--- src/rtl/tetris_pkg.sv ---
`default_nettype none
// ============================================================================
//  Module      : tetris_pkg
//  Description : Shared board geometry, full-row constant and the clear-pass
//                state encoding used by the line-clear sequencer.
//  Revision    : 1.0 - initial release
// ============================================================================
package tetris_pkg;

    // Default board geometry
    localparam int WIDTH_DEF = 12;
    localparam int ROWS_DEF  = 16;

    // A row with every cell occupied
    localparam logic [WIDTH_DEF-1:0] FULL_ROW = '1;

    // Clear-pass sequencer states
    typedef enum logic [1:0] {
        IDLE  = 2'd0,
        SCAN  = 2'd1,
        SHIFT = 2'd2,
        DONE  = 2'd3
    } state_e;

endpackage
`default_nettype wire

--- src/rtl/line_clear_ctrl.sv ---
`default_nettype none
// ============================================================================
//  Module      : line_clear_ctrl
//  Description : Scans the row-register chain bottom-up after a piece locks,
//                commands a one-row shift-down for every full row, and keeps
//                per-pass and saturating running line counts.
//  Revision    : 1.0 - initial release
// ============================================================================
module line_clear_ctrl
    import tetris_pkg::*;
#(
    parameter int WIDTH   = WIDTH_DEF,
    parameter int ROWS    = ROWS_DEF,
    parameter int TOTAL_W = 16
) (
    input  logic                       Clk,
    input  logic                       reset_n,
    input  logic                       start,
    input  logic [WIDTH-1:0]           row_data,
    output logic [$clog2(ROWS)-1:0]    row_addr,
    output logic                       shift_en,
    output logic [$clog2(ROWS)-1:0]    shift_row,
    output logic                       busy,
    output logic                       done,
    output logic [$clog2(ROWS+1)-1:0]  lines,
    output logic [TOTAL_W-1:0]         lines_total
);

    localparam int AW    = $clog2(ROWS);
    localparam int LW    = $clog2(ROWS + 1);
    // One spare bit so the saturation test can see the carry out
    localparam int SUM_W = ((TOTAL_W > LW) ? TOTAL_W : LW) + 1;
    localparam logic [TOTAL_W-1:0] TOTAL_MAX = '1;
    localparam logic [AW-1:0]      LAST_ROW  = AW'(ROWS - 1);

    state_e            state_q, state_d;
    logic [AW-1:0]     r_q, r_d;
    logic [LW-1:0]     lines_q, lines_d;
    logic [TOTAL_W-1:0] total_q, total_d;
    logic [AW-1:0]     shift_row_q, shift_row_d;
    logic              shift_en_q;
    logic              busy_q;
    logic              done_q;

    logic              row_full;
    logic [SUM_W-1:0]  total_sum;

    assign row_full  = &row_data;
    assign total_sum = SUM_W'(total_q) + SUM_W'(lines_q);

    // Next-state and datapath decisions for the clear pass
    always_comb begin
        state_d     = state_q;
        r_d         = r_q;
        lines_d     = lines_q;
        total_d     = total_q;
        shift_row_d = shift_row_q;

        case (state_q)
            IDLE: begin
                if (start) begin
                    r_d     = LAST_ROW;
                    lines_d = '0;
                    state_d = SCAN;
                end
            end

            SCAN: begin
                if (row_full) begin
                    // Row r is overwritten; r stays so the row that falls
                    // into it gets examined on the following SCAN cycle.
                    shift_row_d = r_q;
                    state_d     = SHIFT;
                end else if (r_q == '0) begin
                    state_d = DONE;
                end else begin
                    r_d = r_q - AW'(1);
                end
            end

            SHIFT: begin
                lines_d = lines_q + LW'(1);
                state_d = SCAN;
            end

            DONE: begin
                if (total_sum > SUM_W'(TOTAL_MAX)) begin
                    total_d = TOTAL_MAX;
                end else begin
                    total_d = total_sum[TOTAL_W-1:0];
                end
                state_d = IDLE;
            end

            default: state_d = IDLE;
        endcase
    end

    // State, counters and registered strobes; reset abandons any pass
    always_ff @(posedge Clk or negedge reset_n) begin
        if (!reset_n) begin
            state_q     <= IDLE;
            r_q         <= '0;
            lines_q     <= '0;
            total_q     <= '0;
            shift_row_q <= '0;
            shift_en_q  <= 1'b0;
            busy_q      <= 1'b0;
            done_q      <= 1'b0;
        end else begin
            state_q     <= state_d;
            r_q         <= r_d;
            lines_q     <= lines_d;
            total_q     <= total_d;
            shift_row_q <= shift_row_d;
            shift_en_q  <= (state_d == SHIFT);
            busy_q      <= (state_d == SCAN) || (state_d == SHIFT);
            done_q      <= (state_d == DONE);
        end
    end

    assign row_addr    = r_q;
    assign shift_en    = shift_en_q;
    assign shift_row   = shift_row_q;
    assign busy        = busy_q;
    assign done        = done_q;
    assign lines       = lines_q;
    assign lines_total = total_q;

endmodule
`default_nettype wire

--- config.mk ---
export PLATFORM = sky130hd
export DESIGN_NAME = line_clear_ctrl
export DESIGN_NICKNAME = d
export VERILOG_FILES = /design/src/rtl/tetris_pkg.sv /design/src/rtl/line_clear_ctrl.sv
export SDC_FILE = /design/constraint.sdc
export NUM_CORES = 1
export LEC_CHECK = 0
export ABC_AREA = 1
export CAP_MARGIN = 10
export CORE_UTILIZATION = 45
export CTS_CLUSTER_DIAMETER = 80
export DETAILED_ROUTE_END_ITERATION = 8
export DONT_BUFFER_PORTS = 1
export PLACE_DENSITY = 0.6
export SYNTH_ARGS = -nofsm -noshare
export SYNTH_HDL_FRONTEND = slang
export SYNTH_SLANG_ARGS = --single-unit
--- constraint.sdc ---
create_clock -name Clk -period 2.5 [get_ports Clk]
set_input_delay 0.25 -clock Clk [delete_from_list [all_inputs] [get_ports Clk]]
set_output_delay 0.25 -clock Clk [all_outputs]
set_load 0.03 [all_outputs]
# ---- After elaboration in Yosys (flattened, before gate mapping)
# Cells that the tools add are included.
dict set report word_totals {
  input_bits 15
  wordCells 41
  out_inout_bits 32
  ff_bits 34
}
dict set report op_classes {
  n_lt_le_gt_ge 1
  eq_ne 9
  n_reduce_logical 9
  n_addsub 3
  muxes 11
}
# operator n
set ops {}
lappend ops {{$add A16 B5 Y17} 1}
lappend ops {{$gt A17 B16 Y1 const B} 1}
lappend ops {{$mux W16} 1}
lappend ops {{$reduce_and A13 Y1} 1}
lappend ops {{$mux W4} 3}
lappend ops {{$reduce_and A12 Y1} 1}
lappend ops {{$pmux W5 S2} 1}
lappend ops {{$eq A2 B2 Y1 const B} 4}
lappend ops {{$pmux W2 S4} 1}
lappend ops {{$pmux W4 S2} 1}
lappend ops {{$mux W2} 3}
lappend ops {{$ne A2 B2 Y1 const B} 3}
lappend ops {{$add A5 B1 Y5 const B} 1}
lappend ops {{$mux W5} 1}
lappend ops {{$eq A2 B1 Y1 const B} 2}
lappend ops {{$logic_not A4 Y1} 1}
lappend ops {{$reduce_and A4 Y1} 1}
lappend ops {{$reduce_bool A2 Y1} 2}
lappend ops {{$sub A4 B1 Y4 const B} 1}
lappend ops {{$logic_not A2 Y1} 1}
lappend ops {{$reduce_and A2 Y1} 1}
lappend ops {{$logic_or A1 B1 Y1} 1}

# ---- Logic depth before layout (Yosys ltp)
dict set report logic_depth {
  depth_word 6
  ltp_mapped 12
  ltp_nobuf 12
}

# ---- Worst setup path after synthesis
# OpenSTA, ideal clock, no wires.
dict set report synth_path {
  path_kind {reg-to-reg}
  start {register lines_q[0], in the netlist lines[0]}
  end {register total_q[10], in the netlist lines_total[10]}
  synth_period_minus_slack_ns 1.941
  stages_incl_launch_ff 12
  required_ns 2.434
  arrival_ns 1.875
  setup_time_ns 0.066
  n_path_buf 1
  slack_ns 0.559
  cell_sequence {dfrtp_1 ha_1 inv_1 fa_1 inv_1 nand2_1 nand2_1 nand3_2 nand2_4 nand3_4 buf_6 nand3_2}
}
dict set report synth_between {
  elab_chain_len 3
}
# item line_no
set synth_lines {}
lappend synth_lines {{start: declaration} line_clear_ctrl.sv:38} ;# logic [LW-1:0] lines_q, lines_d;
lappend synth_lines {{start signal: assignment} line_clear_ctrl.sv:113} ;# lines_q <= lines_d;
lappend synth_lines {{$add A16 B5 Y17 (*)} line_clear_ctrl.sv:49} ;# assign total_sum = SUM_W'(total_q) + SUM_W'(lines_q);
lappend synth_lines {{$gt A17 B16 Y1} line_clear_ctrl.sv:87} ;# if (total_sum > SUM_W'(TOTAL_MAX)) begin
lappend synth_lines {{$mux W16 (*)} line_clear_ctrl.sv:87}
lappend synth_lines {{end signal: assignment} line_clear_ctrl.sv:114} ;# total_q <= total_d;
lappend synth_lines {{end: declaration} line_clear_ctrl.sv:39} ;# logic [TOTAL_W-1:0] total_q, total_d;
# Mark *: on every way between the ends. The rest lies on a longest branch, timed or not.
# A chain may end at the register's enable or synchronous reset.

# ---- Worst setup path in the final report
dict set report layout_path {
  start {register total_q[1], in the netlist lines_total[1]}
  end {register total_q[7], in the netlist lines_total[7]}
}
dict set report layout_between {
  elab_chain_len 3
}
# item line_no
set layout_lines {}
lappend layout_lines {{$add A16 B5 Y17 (*)} line_clear_ctrl.sv:49}
lappend layout_lines {{$gt A17 B16 Y1} line_clear_ctrl.sv:87}
lappend layout_lines {{$mux W16 (*)} line_clear_ctrl.sv:87}
# Marked as above.

==> metrics.txt <==
leakage power=1.21 nW; initial antenna violation count=0; clock share of power=0.188; hold buffer count at cts=2; leading area contributor after synthesis=dfrtp_1; CTS tree=done; Comb pwr share=0.333; dpl ws=0.537 ns; vias in the first global route=1,559; Final Max Slew Viols=0; worst relative slew slack=0.650; postcts setup bufs=0; Pwr Total=2.00 mW; #FFs+latches synth=34; Ports=47; grt ovf=0; launch point of the critical path=lines_total[1]; Max Cap Violations=0; share of the synthesized area in the top cell type=0.409; most common cell after layout, fill and taps aside=nand2_1; H-tree depth reported by CTS=2; Synth Warn #=0; HPWL Detailed=3.07 mm; critical path type=flop to flop; drt drc=0; peak fanout along the critical path=14; Post-DRT Antenna Nets=0; period utilization=0.788; slew of the pin with the lowest slew margin=0.524 ns; dominant cells by area after synthesis=dfrtp_1, nand2_1, nand3_1; Crit. End Element=flop; TritonCTS buffer count=5; commonest non-fill, non-tap cells in the layout=nand2_1, inv_1, dfrtp_1; Post-Route WL=4.22 mm; Post-Syn Instances=265; PortBufs=0; DR vias=1,670; Hold Fails Final Rpt=0; status=finished clean; Sink Count=34; CORE AREA=0.00441 sq mm; Skew-Pair Late Insertion Delay=0.28 ns; unrepaired setup endpoints after global routing=false; sequential-to-total area share from yosys stat=0.409; FMAX=508 MHz; Worst Setup Start Kind=flop; Worst EP required=2.71 ns; Psw=905 uW; Die Y=70.0 um; Flop pwr share=0.479; VDD IR-drop max=612 uV; Pre-antenna DRT Iters=4; die footprint=0.00490 sq mm; worst hold path type=input pin to flop; # nets final=299; Worst EP arrival=2.18 ns; synthesized area=0.00208 sq mm; wire length per cell=12.9 um; Sw Ratio=0.452; # rows=24; Max Root-Sink Buffers=2; CTS Root Cell=clkbuf_8; Starting Density=0.472; largest net degree at the start of global routing=35; DR vias/cell=5.12; min-delay src=start; die width=70.0 um; Layout area overhead=7.99%; placer congestion estimate=0.832; first-pass GRT wire length=7.22 mm; Final Worst Setup Slack=0.530 ns; Diodes inserted=0; final core occ=0.509; Syn Area/Cell=7.86 sq um; # setup viols final=0; gr usage total=0.187; Synthesized Nets=290; RR Startpoint=lines_total[1]; layout cell share with drive strength beyond 1=0.128; Pint=1.10 mW; Setup Total Neg Slack=0 ns; clock-pin slew on the worst setup and hold paths=0.07 ns; Hold WS=0.215 ns; DR iter-0 viols=51; Setup Skew=0.00715 ns; Cell Pwr Density=890 mW/mm^2; fin crit period=1.97 ns; post-CTS sizing=0; synth unique cells=31
[kinds of logic after synthesis]
group	count (synthesis)	synth area share
fa+ha+maj	10	0.0637
xor+xnor	1	0.00421
simple gates	162	0.392
flops	34	0.409
compound gates	16	0.0409
mux	1	0.00481
buf+inv	41	0.0859
[state kept, by name, indices dropped and copies added (netlist names)]
signal       count
state_q          2
done             1
busy             1
row_addr         4
shift_row        4
shift_en         1
lines            5
lines_total     16
[final timing paths]
check	end	slack, ns	depth (start not counted)
setup / recovery	lines_total[7]	0.53	9
hold reg to reg	lines[1]	0.59	2
setup reg to reg	lines_total[7]	0.53	9
min in group asynchronous	lines[2]	0.41	2
max in group asynchronous	lines_total[7]	1.90	2
hold / removal	lines[4]	0.21	3
[area by class of cell]
cell class                 instances  area, sq um
multi-input combinational        190         1050
clock buffer                       7         76.3
inverter                          37          144
tap                               52         65.1
sequential                        34          851
timing repair buffer               6         60.1
fill                             446         2170
[stage by stage]
step	instance area [sq um]	instances
3_5_place_dp	2140	317
5_1_grt	2250	326
6_report	2250	326
4_1_cts	2250	326
2_1_floorplan	2080	265
3_3_place_gp	2140	317
[power by group through the flow]
stage	sequential, mW	clock (mW)	combinational, mW
2_1_floorplan	0.974	0	0.503
3_3_place_gp	0.971	0	0.649
3_5_place_dp	0.973	0	0.652
4_1_cts	0.962	0.395	0.674
5_1_grt	0.978	0.415	0.787
6_report	0.959	0.376	0.667
[synthesized netlist by cell type]
cell / n
o21ai_0: 5
nand2_4: 1
fa_1: 1
nand3_2: 12
nor2_1: 17
or2_1: 1
nor2_4: 1
inv_6: 1
dfrtp_1: 34
ha_1: 9
xor2_1: 1
buf_2: 1
nand4_1: 10
nor2_2: 1
nand2_2: 3
mux2i_1: 1
buf_6: 2
nor3_4: 1
o31ai_1: 1
buf_4: 1
inv_2: 1
o21ai_1: 4
a21oi_1: 5
a21o_1: 1
nand3b_1: 3
nand2_1: 80
nand3_1: 27
nor3_1: 1
nand3_4: 1
or2_2: 3
inv_1: 35
[metal layers]
layer | up-vias | wire [um] | part of all wire | GRT usage
li1 | 867 | - | - | -
met4 | 0 | 61 | 0.014 | 0.0733
met2 | 34 | 1880 | 0.45 | 0.287
met1 | 764 | 2100 | 0.50 | 0.255
met3 | 5 | 172 | 0.041 | 0.0418
met5 | - | 0 | 0 | 0
[critical path, cell delays in order (launching register included)]
cell,delay [ns]
dfrtp_1,0.55
inv_1,0.11
fa_1,0.39
inv_1,0.09
nand2_1,0.07
nand2_1,0.11
nand3_2,0.09
nand2_4,0.10
nand3_4,0.22
nand3_1,0.16
Power figures use the tool's default switching activity.
